==> config.mk <==
export PLATFORM = sky130hd
export DESIGN_NAME = store_align_unit
export DESIGN_NICKNAME = d
export VERILOG_FILES = /design/src/rtl/store_align_unit_pkg.sv /design/src/rtl/store_align_unit_lane_shift.sv /design/src/rtl/store_align_unit.sv
export SDC_FILE = /design/constraint.sdc
export NUM_CORES = 1
export LEC_CHECK = 0
export BUFFER_PORTS_ARGS = -buffer_cell sky130_fd_sc_hd__buf_4
export CORE_MARGIN = 1
export CORE_UTILIZATION = 35
export CTS_CLUSTER_SIZE = 30
export DETAILED_ROUTE_END_ITERATION = 10
export MAX_ROUTING_LAYER = met4
export PLACE_DENSITY = 0.64
export SETUP_SLACK_MARGIN = 0.02
export SYNTH_ARGS = -nofsm -noshare
export SYNTH_HDL_FRONTEND = slang
export SYNTH_SLANG_ARGS = --single-unit
==> constraint.sdc <==
create_clock -name CPU_CLK -period 2.9 [get_ports CPU_CLK]
set_input_delay 0.58 -clock CPU_CLK [delete_from_list [all_inputs] [get_ports CPU_CLK]]
set_output_delay 0.58 -clock CPU_CLK [all_outputs]
set_load 0.02 [all_outputs]
==> src/rtl/store_align_unit_pkg.sv <==
// Shared definitions for the store alignment unit.
//   st_type_e : store type codes seen on req_type
//   state_e   : beat sequencer state encoding
//   st_mask   : unshifted byte mask for a store type
package store_align_unit_pkg;

    typedef enum logic [1:0] {
        ST_SB  = 2'b00,
        ST_SH  = 2'b01,
        ST_SW  = 2'b10,
        ST_ILL = 2'b11
    } st_type_e;

    typedef enum logic [1:0] {
        S_IDLE  = 2'b00,
        S_BEAT0 = 2'b01,
        S_BEAT1 = 2'b10
    } state_e;

    function automatic logic [3:0] st_mask(st_type_e t);
        case (t)
            ST_SB:   st_mask = 4'b0001;
            ST_SH:   st_mask = 4'b0011;
            ST_SW:   st_mask = 4'b1111;
            default: st_mask = 4'b0000;
        endcase
    endfunction

endpackage

==> src/rtl/store_align_unit_lane_shift.sv <==
// Combinational lane shifter for stores.
//   type_i       : store type
//   off_i        : byte offset within the word
//   data_i       : register data (low bytes used)
//   m8_o         : byte mask shifted across two words (low nibble = beat0)
//   d64_o        : data shifted across two words (low word = beat0)
//   need_beat1_o : store spills into the next word
//   misalign_o   : SH on odd offset or SW on non-zero offset
module store_lane_shift
    import store_align_unit_pkg::*;
(
    input  st_type_e    type_i,
    input  logic [1:0]  off_i,
    input  logic [31:0] data_i,
    output logic [7:0]  m8_o,
    output logic [63:0] d64_o,
    output logic        need_beat1_o,
    output logic        misalign_o
);

    assign m8_o         = {4'b0000, st_mask(type_i)} << off_i;
    assign d64_o        = {32'b0, data_i} << {off_i, 3'b000};
    assign need_beat1_o = |m8_o[7:4];
    assign misalign_o   = ((type_i == ST_SH) && off_i[0]) ||
                          ((type_i == ST_SW) && (off_i != 2'b00));

endmodule

==> src/rtl/store_align_unit.sv <==
// Store alignment unit: turns a byte-addressed store into one or two
// word-aligned write beats with byte enables.
//   CPU_CLK, CPU_RST_N           : clock, async active-low reset
//   req_valid/req_ready          : store request handshake
//   req_type/req_addr/req_data   : store type, byte address, rs2 data
//   mem_valid/mem_ready          : write beat handshake
//   mem_addr/mem_wdata/mem_be    : registered beat payload
//   busy                         : request in flight (stall)
//   done                         : pulse after final beat handshake
//   err                          : pulse after an illegal/disallowed request
module store_align_unit
    import store_align_unit_pkg::*;
#(
    parameter bit ALLOW_MISALIGNED = 1'b1,
    parameter int ADDR_W           = 32
) (
    input  logic              CPU_CLK,
    input  logic              CPU_RST_N,
    input  logic              req_valid,
    output logic              req_ready,
    input  logic [1:0]        req_type,
    input  logic [ADDR_W-1:0] req_addr,
    input  logic [31:0]       req_data,
    output logic              mem_valid,
    input  logic              mem_ready,
    output logic [ADDR_W-1:0] mem_addr,
    output logic [31:0]       mem_wdata,
    output logic [3:0]        mem_be,
    output logic              busy,
    output logic              done,
    output logic              err
);

    state_e            state_q, state_d;
    logic              mem_valid_q, mem_valid_d;
    logic [ADDR_W-1:0] mem_addr_q, mem_addr_d;
    logic [31:0]       mem_wdata_q, mem_wdata_d;
    logic [3:0]        mem_be_q, mem_be_d;
    logic              busy_q, busy_d;
    logic              done_q, done_d;
    logic              err_q, err_d;

    // Second-beat payload captured at accept so the request can go away.
    logic              need1_q, need1_d;
    logic [ADDR_W-1:0] b1_addr_q, b1_addr_d;
    logic [31:0]       b1_wdata_q, b1_wdata_d;
    logic [3:0]        b1_be_q, b1_be_d;

    logic [7:0]        m8;
    logic [63:0]       d64;
    logic              need_beat1;
    logic              misalign;
    logic              bad_req;
    logic [ADDR_W-1:0] base;

    store_lane_shift u_shift (
        .type_i       (st_type_e'(req_type)),
        .off_i        (req_addr[1:0]),
        .data_i       (req_data),
        .m8_o         (m8),
        .d64_o        (d64),
        .need_beat1_o (need_beat1),
        .misalign_o   (misalign)
    );

    assign base    = {req_addr[ADDR_W-1:2], 2'b00};
    assign bad_req = (st_type_e'(req_type) == ST_ILL) || (!ALLOW_MISALIGNED && misalign);

    always_comb begin
        state_d     = state_q;
        mem_valid_d = mem_valid_q;
        mem_addr_d  = mem_addr_q;
        mem_wdata_d = mem_wdata_q;
        mem_be_d    = mem_be_q;
        busy_d      = busy_q;
        done_d      = 1'b0;
        err_d       = 1'b0;
        need1_d     = need1_q;
        b1_addr_d   = b1_addr_q;
        b1_wdata_d  = b1_wdata_q;
        b1_be_d     = b1_be_q;

        case (state_q)
            S_IDLE: begin
                if (req_valid) begin
                    if (bad_req) begin
                        err_d = 1'b1;
                    end else begin
                        state_d     = S_BEAT0;
                        mem_valid_d = 1'b1;
                        mem_addr_d  = base;
                        mem_be_d    = m8[3:0];
                        mem_wdata_d = d64[31:0];
                        busy_d      = 1'b1;
                        need1_d     = need_beat1;
                        b1_addr_d   = base + ADDR_W'(4);  // wraps at top of space
                        b1_be_d     = m8[7:4];
                        b1_wdata_d  = d64[63:32];
                    end
                end
            end
            S_BEAT0: begin
                if (mem_ready) begin
                    if (need1_q) begin
                        // Present the second beat immediately, no bubble.
                        state_d     = S_BEAT1;
                        mem_addr_d  = b1_addr_q;
                        mem_be_d    = b1_be_q;
                        mem_wdata_d = b1_wdata_q;
                    end else begin
                        state_d     = S_IDLE;
                        mem_valid_d = 1'b0;
                        mem_be_d    = 4'b0000;
                        busy_d      = 1'b0;
                        done_d      = 1'b1;
                    end
                end
            end
            S_BEAT1: begin
                if (mem_ready) begin
                    state_d     = S_IDLE;
                    mem_valid_d = 1'b0;
                    mem_be_d    = 4'b0000;
                    busy_d      = 1'b0;
                    done_d      = 1'b1;
                end
            end
            default: state_d = S_IDLE;
        endcase
    end

    always_ff @(posedge CPU_CLK or negedge CPU_RST_N) begin
        if (!CPU_RST_N) begin
            state_q     <= S_IDLE;
            mem_valid_q <= 1'b0;
            mem_addr_q  <= '0;
            mem_wdata_q <= '0;
            mem_be_q    <= '0;
            busy_q      <= 1'b0;
            done_q      <= 1'b0;
            err_q       <= 1'b0;
            need1_q     <= 1'b0;
            b1_addr_q   <= '0;
            b1_wdata_q  <= '0;
            b1_be_q     <= '0;
        end else begin
            state_q     <= state_d;
            mem_valid_q <= mem_valid_d;
            mem_addr_q  <= mem_addr_d;
            mem_wdata_q <= mem_wdata_d;
            mem_be_q    <= mem_be_d;
            busy_q      <= busy_d;
            done_q      <= done_d;
            err_q       <= err_d;
            need1_q     <= need1_d;
            b1_addr_q   <= b1_addr_d;
            b1_wdata_q  <= b1_wdata_d;
            b1_be_q     <= b1_be_d;
        end
    end

    assign req_ready = (state_q == S_IDLE);
    assign mem_valid = mem_valid_q;
    assign mem_addr  = mem_addr_q;
    assign mem_wdata = mem_wdata_q;
    assign mem_be    = mem_be_q;
    assign busy      = busy_q;
    assign done      = done_q;
    assign err       = err_q;

endmodule
Word level (Yosys, flattened, before mapping)
Index checks and enable logic that the tools add are counted.
{"block": "classes", "add_sub_neg": 1, "n_eq_ne": 11, "n_shift": 2, "n_mux": 36, "bitwise": 1, "reduce_logical": 10}
{"operator": "32-bit two-way mux", "count": 8}
{"operator": "32-bit one-hot mux with 2 select lines", "count": 2}
{"operator": "32-bit by 5-bit << shifter with 64-bit output", "count": 1}
{"operator": "32-bit by 3-bit adder with 32-bit output (second input constant)", "count": 1}
{"operator": "4-bit one-hot mux with 3 select lines", "count": 2}
{"operator": "4-bit two-way mux", "count": 5}
{"operator": "2-bit inequality test (second input constant)", "count": 6}
{"operator": "1-bit two-way mux", "count": 11}
{"operator": "2-bit two-way mux", "count": 5}
{"operator": "5-bit AND reduction", "count": 2}
{"operator": "4-bit by 2-bit << shifter with 8-bit output", "count": 1}
{"operator": "2-bit equality test (second input constant)", "count": 3}
{"operator": "2-bit one-hot mux with 3 select lines", "count": 1}
{"operator": "6-bit AND reduction", "count": 1}
{"operator": "2-bit by 1-bit equality test with 1-bit output (second input constant)", "count": 2}
{"operator": "2-bit logical NOT", "count": 2}
{"operator": "4-bit AND reduction", "count": 1}
{"operator": "4-bit OR reduction", "count": 1}
{"operator": "1-bit one-hot mux with 3 select lines", "count": 1}
{"operator": "3-bit AND reduction", "count": 1}
{"operator": "3-bit nonzero test", "count": 1}
{"operator": "1-bit one-hot mux with 2 select lines", "count": 1}
{"operator": "2-bit nonzero test", "count": 1}
{"operator": "1-bit NOT", "count": 1}
{"block": "totals", "regBits": 142, "output_inout_bits": 73}

Longest topological paths before layout
Gate-level depths: netlist (run 1).
{"block": "logic_depth", "depth_word": 6, "depth_mapped": 8, "mapped_depth_nobuf": 6}

Modules after synthesis
From an unflattened synthesis (run 1), not the netlist that was laid out.
{"block": "unflattened", "hier_cells": 812, "area_unflattened_um2": 7460.9}
{"module": "store_align_unit", "n_inst": 1, "cells_per_inst": 670, "area_each_um2": 6351.1, "seq_area_each_um2": 3453.3}
{"module": "store_lane_shift", "n_inst": 1, "cells_per_inst": 142, "area_each_um2": 1109.8, "seq_area_each_um2": 0.0}

Worst setup path after synthesis (run 1)
OpenSTA, ideal clock, no wires.
{"block": "synth_path", "kind": "register -> register", "from": "register state_q[0]", "to": "register mem_addr_q[10] (netlist: mem_addr[10])", "arrival_time_ps": 2244, "setup_slack_ps": 531, "stages_incl_launch_ff": 8, "path_buffers": 1, "synth_period_minus_slack_ps": 2369, "cell_sequence": "dfrtp_1 inv_1 ha_1 nand3b_1 nor2_1 a41oi_1 clkbuf_1 mux2_2"}
{"block": "synth_between", "elab_chain_len": 3}
{"item": "start: declaration", "line": "store_align_unit.sv:34", "rtl": "state_e state_q, state_d;"}
{"item": "start signal: assignment", "line": "store_align_unit.sv:147", "rtl": "state_q <= state_d;"}
{"item": "2-bit logical NOT (*)"}
{"item": "net req_ready", "line": "store_align_unit.sv:20", "rtl": "output logic req_ready,"}
{"item": "2-bit inequality test (no source line) or 2-bit nonzero test (tied branches)"}
{"item": "5-bit AND reduction (no source line)"}
{"item": "end signal: assignment", "line": "store_align_unit.sv:149", "rtl": "mem_addr_q <= mem_addr_d;"}
{"item": "end: declaration", "line": "store_align_unit.sv:36", "rtl": "logic [ADDR_W-1:0] mem_addr_q, mem_addr_d;"}
The timed path passes the listed nets; every way through them passes the cells marked *.
A chain may end at the register's enable or synchronous reset.

Worst setup path after layout (run 1)
{"block": "layout_path", "from": "register state_q[1]", "to": "register b1_wdata_q[9]"}
{"block": "layout_between", "elab_chain_len": 2}
{"item": "2-bit logical NOT", "line": "store_align_unit.sv:83", "rtl": "case (state_q)"}
{"item": "3-bit AND reduction (no source line)"}
{"item": "end signal: assignment", "line": "store_align_unit.sv:157", "rtl": "b1_wdata_q <= b1_wdata_d;"}
{"item": "end: declaration", "line": "store_align_unit.sv:46", "rtl": "logic [31:0] b1_wdata_q, b1_wdata_d;"}
Every way passes these cells.

==> impl_metrics.ini, run 1 <==
[yosys]
synth_top_area_share_pct = 47.3
synth_area_leader_cell = dfrtp_1
synth_seq_cells = 129
ys.flop_type = dfrtp_1
ys_seq_area_share_pct = 47.3
synth_common_cells = dfrtp_1, mux2_2, nand2_1
synth_edf_count = 0
synth.most_common_cell = dfrtp_1
ys_top_cells_by_area = dfrtp_1, mux2_2, mux2i_1
synthArstFlopShare_pct = 100
yosysWarningCount = 0
synthCells = 643
avgSynthCellArea_sq_um = 10.6
syn_area_sq_um = 6820
yosysUniqueCellTypes = 45

[floorplan]
io_pins = 143
die_w_um = 142
start_util_pct = 36.1
rows = 50
dieArea_sq_um = 20100
core_area_sq_um = 18900
die_h_um = 142

[drt]
drtAntennaViolNets = 0
avgRoutedWirePerCell_um = 16.8
drtIter0Drc = 248
drt-total-wl_mm = 17.5
dr.pass1.iters = 5
vias_per_cell = 5.12
drcViolationCount = 0
vias = 5347

[critical_path]
critPathBufInv = 3
crit_path_max_fanout = 46
timing.rr.end = b1_wdata_q[9]$_DFFE_PN0P_
crit_slowest_cell = buf_4
cp-start-kind = register
crit_cells = 7
critPathCaptureType = register
critPathKind = reg2reg
worstReg2RegStart = state_q[1]$_DFFE_PN0P_
worstPathRequired_ns = 3.20
crit_chain = inv_1 > ha_1 > nand3b_1 > buf_4 > buf_4 > nor2_1 > a22o_1
worst_ep_arrival_time_ns = 2.53
critPathMaxStageDelay_ns = 0.44
cp_top_family = buffers and inverters
startpoint = state_q[1]$_DFFE_PN0P_
r2r_cells = 7
r2r_slack_ns = 0.67
setup.worst_path.end = b1_wdata_q[9]$_DFFE_PN0P_
crit_top_cell = buf_4

[sta]
relSlewSlack_pct = 47.0
fin_skew_ns = 0.00912
hold_violations = 0
max_freq_mhz = 449
tightest_slew_ns = 0.793
min_period_ns = 2.23
fin_ws_ns = 0.671
hold-worst-slack_ns = 0.103
tns_ns = 0
min_period_over_period_pct = 76.9
drv_slew = 0
rsz0062_at_grt = no
setup_viol = 0

[layout]
stdcell_count = 1044
synthToLayoutAreaGrowth_pct = 27.5
diodes = 0
num-fill-cells = 1836
final_nets = 850
drive_above_1_share_pct = 37.0

[clock_network]
htree_levels = 4
cts_sinks = 129
holdBufCountCts = 0
cts_max_path_buffers = 2
numCtsBuffers = 17
clk_latency_ns = 0.42
cts_setup_buffers = 0
cts_resized = 0
cts_tree = yes
root_buffer = clkbuf_16
cts.clk_slew.worst_paths_ns = 0.05

[global_routing]
grt_antenna_before_repair = 0
grt_pass1_vias = 5218
globalRoute.totalOverflow = 0
grt_max_degree = 55
grtUsageTotal_pct = 19.1
grt_first_pass_wirelength_mm = 28.5

[power]
leakage_nw = 3.94
peakVddDrop_mv = 0.484
pwr_density_cell_nw_per_um2 = 986

[place]
dp_cells = 1013
place_ws_ns = 0.411
finalWeightedCongestion = 0.764
portBuffers = 140
dp_hpwl_mm = 12.3

[run]
drv_cap = 0

[run_status]
status = complete, no violations

[worst_hold_path]
hp-class = in2async
worst register-to-register path, cell delays in order, from the launching register on:
cell and delay (ns):
dfrtp_1 0.41, inv_1 0.10, ha_1 0.28, nand3b_1 0.17, buf_4 0.43, buf_4 0.44, nor2_1 0.10, a22o_1 0.19
logic make-up after synthesis:
logic type	Yosys count	synth area share [%]
buffers and inverters	57	3.43
adder cells (fa/ha/maj)	8	1.47
AND/OR/NAND/NOR	171	12.0
multiplexers	132	21.2
flip-flops	129	47.3
other	1	0.0550
XOR/XNOR	12	1.54
AO/OA/AOI/OAI	133	13.0
worst min-delay path by stage:
stage | end | slack, ns | depth (start not counted)
floorplan | b1_addr_q[10]$_DFFE_PN0P_ | 0.28 | 0
global placement | b1_wdata_q[17]$_DFFE_PN0P_ | 0.46 | 2
detailed placement | b1_addr_q[3]$_DFFE_PN0P_ | 0.47 | 2
CTS | mem_wdata[19]$_DFFE_PN0P_ | 0.12 | 1
global route | mem_wdata[19]$_DFFE_PN0P_ | 0.14 | 1
finish | mem_wdata[19]$_DFFE_PN0P_ | 0.10 | 1
layout make-up:
type	count	area (sq um)	share of cell area (%)
Tap cell	260	325	3.74
Multi-Input combinational cell	458	3390	38.9
Clock buffer	25	485	5.58
Clock inverter	6	32.5	0.374
Inverter	10	37.5	0.432
Sequential cell	129	3230	37.1
Timing Repair Buffer	156	1200	13.8
sequential cells by signal (all words and copies together), names as in the netlist:
register and count:
b1_addr_q 30, b1_be_q 3, b1_wdata_q 24, busy 1, done 1, err 1
mem_addr 30, mem_be 4, mem_wdata 32, need1_q 1, state_q 2
layout by cell type (no fill, tap or decap), drive strengths merged, types with 2 or more instances in the layout:
cell type  instances
mux2i             34
nor3               2
ha                 8
conb               2
o21ai             50
or3                4
xnor2              9
o2bb2ai            8
nand2b             3
or4               16
clkinv             5
nor4               4
nand2             73
nor2b              5
xor2               3
dfrtp            129
nor2              32
a31oi             15
clkbuf            25
mux2              98
and3               5
nand3             13
a22oi              9
inv               10
a21oi              6
o211ai             3
o31ai             11
buf              156
a22o              25
nand4             10
metal layers:
layer / GRT usage (%) / part of all wire [%] / up-vias / wire length, um
met4: 7.02 / 1.1 / 0 / 187
met3: 3.88 / 4.0 / 16 / 693
met1: 25.4 / 48 / 2607 / 8370
met2: 28.8 / 47 / 126 / 8300
met5: - / 0 / - / 0
li1: - / - / 2598 / -
report_power, final:
| group | total (W) | switching (W) | internal [W] |
|---|---|---|---|
| Combinational | 0.00367 | 0.00188 | 0.00178 |
| Sequential | 0.00301 | 0.000429 | 0.00258 |
| Clock | 0.00190 | 0.000749 | 0.00115 |
| Total | 0.00857 | 0.00306 | 0.00551 |
stage by stage:
stage	util [%]	instance area, sq um	total power, W
floorplan	-	6830	0.00534
global placement	43.3	8180	0.00671
detailed placement	43.3	8180	0.00676
CTS	46.0	8700	0.00870
global route	46.0	8700	0.00914
finish	46.0	8700	0.00857
Note: power is estimated with default switching activity, not from simulation.
==> inputs of run 2 (changes only) <==
Clock period 2.9 ns to 2.1 ns, I/O delays scaled along.
==> run 2 against run 1 <==
Fmax grew 13%. Via count grew 2.4%. Non-clock buffer count grew 30. Power grew 48%. Worst hold slack gained 0.17 ns. Largest power group unchanged. Clock skew shrank 0.0018 ns. Setup slack lost 0.54 ns. Critical path depth is the same. Core utilization grew 2.4 points.
==> impl_metrics.ini, run 2 (same netlist as run 1, synthesis figures left out) <==
[critical_path]
crit_path_max_fanout = 7
critPathCaptureType = register
critPathMaxStageDelay_ns = 0.41
crit_chain = ha_2 > buf_4 > o21ba_2 > a211oi_1 > buf_4 > nand2_1 > mux2i_1
worstPathRequired_ns = 2.39
worst_ep_arrival_time_ns = 2.26
cp_top_family = compound AO/OA/AOI/OAI gates
critPathKind = reg2reg
crit_top_cell = buf_4
cp-start-kind = register
crit_slowest_cell = dfrtp_1
critPathBufInv = 2
r2r_slack_ns = 0.13

[layout]
num-fill-cells = 1816
synthToLayoutAreaGrowth_pct = 34.0
multiInputGateArea_sq_um = 3390
utilization_pct = 48.4
diodes = 0
regArea_sq_um = 3230
final_cell_mix = buf_4, dfrtp_1, mux2_2, nand2_1, o21ai_0
drive_above_1_share_pct = 39.9
final_nets = 880
final_common_cell = buf_4
largest_reg_flops = 32

[clock_network]
cts_setup_buffers = 0
cts.clk_slew.worst_paths_ns = 0.06
htree_levels = 4
cts_tree = yes
cts_sinks = 129
clk_latency_ns = 0.42
cts_max_path_buffers = 2
root_buffer = clkbuf_16
numCtsBuffers = 17

[floorplan]
core_area_sq_um = 18900
die_h_um = 142
dieArea_sq_um = 20100
rows = 50
die_w_um = 142
start_util_pct = 36.1
io_pins = 143

[sta]
min_period_over_period_pct = 93.8
drv_slew = 0
hold-worst-slack_ns = 0.272
hold_violations = 0
rsz0062_at_grt = no
tightest_slew_ns = 0.797
max_freq_mhz = 508
min_period_ns = 1.97
tns_ns = 0
setup_viol = 0
relSlewSlack_pct = 46.8
fin_skew_ns = 0.00730
fin_ws_ns = 0.130

[global_routing]
grt_first_pass_wirelength_mm = 29.3
grtUsageTotal_pct = 19.4
grt_pass1_vias = 5425
grt_antenna_before_repair = 0
globalRoute.totalOverflow = 0
grt_max_degree = 72

[place]
dp_hpwl_mm = 12.8
place_ws_ns = -0.0781
portBuffers = 140
finalWeightedCongestion = 0.825

[drt]
met2RoutedLength_mm = 8.37
drtIter0Drc = 364
dr.max_layer_used = met4
routedLengthMet1_mm = 8.57
dr.pass1.iters = 5
drtAntennaViolNets = 0
drcViolationCount = 0
avgRoutedWirePerCell_um = 16.7
vias_per_cell = 5.09
drt-total-wl_mm = 17.9
wl_met3_um = 755
vias = 5476

[worst_hold_path]
hp-class = in2reg

[power]
pwr_density_cell_nw_per_um2 = 1390
leakage_nw = 4.17
peakVddDrop_mv = 0.631

[run_status]
status = complete, no violations

[run]
drv_cap = 0
## run 2: changes by cell type in the layout (fill, tap and decap cells not counted), sizes merged
cell	delta
buf	+29
bufinv	+4
clkbuf	-3
dlygate4sd3	+1
## run 2: path summary, 6_finish.rpt
path	start	end	cells past startpoint
min	req_data[27]	b1_wdata_q[19]$_DFFE_PN0P_	3
max in group asynchronous	CPU_RST_N	b1_addr_q[30]$_DFFE_PN0P_	3
max reg2reg	state_q[0]$_DFFE_PN0P_	busy$_DFFE_PN0P_	7
min in group asynchronous	CPU_RST_N	mem_wdata[18]$_DFFE_PN0P_	2
max	state_q[0]$_DFFE_PN0P_	busy$_DFFE_PN0P_	7
min reg2reg	b1_addr_q[20]$_DFFE_PN0P_	b1_addr_q[20]$_DFFE_PN0P_	2
## run 2: per-layer routing
metal / track usage (%) / up-vias
met5: - / -
met4: 5.66 / 0
met3: 3.61 / 12
met2: 29.7 / 105
met1: 26.2 / 2688
li1: - / 2671
## run 2: worst reg2reg max path, stage by stage (launching register included)
cell and delay, ns:
dfrtp_1 0.41, ha_2 0.24, buf_4 0.17, o21ba_2 0.22
a211oi_1 0.40, buf_4 0.23, nand2_1 0.07, mux2i_1 0.11
## run 2: final cells by class
type / count / share of cell area [%]
Tap cell: 260 / 3.56
Sequential cell: 129 / 35.3
Clock buffer: 22 / 5.19
Clock inverter: 10 / 1.71
Inverter: 10 / 0.411
Multi-Input combinational cell: 458 / 37.1
Timing Repair Buffer: 186 / 16.7
## run 2: through the flow
step / power [W] / instances / area (sq um)
2_1_floorplan: 0.00742 / 644 / 6850
3_3_place_gp: 0.00951 / 1042 / 8500
3_5_place_dp: 0.00959 / 1042 / 8500
4_1_cts: 0.0128 / 1075 / 9140
5_1_grt: 0.0135 / 1075 / 9140
6_report: 0.0127 / 1075 / 9140
## run 2: power by group
group	total [W]	internal, W	switching, W	leakage, nW
Clock	0.00319	0.00208	0.00111	0.310
Combinational	0.00533	0.00267	0.00266	2.25
Sequential	0.00415	0.00357	0.000580	1.61
Total	0.0127	0.00831	0.00436	4.17
## run 2: what timing repair did
action | in CTS | in global routing
hold buffers | 1 | 0
setup endpoints to repair | 0 | 1
hold endpoints to repair | 37 | 0
gates resized for setup | 0 | 1
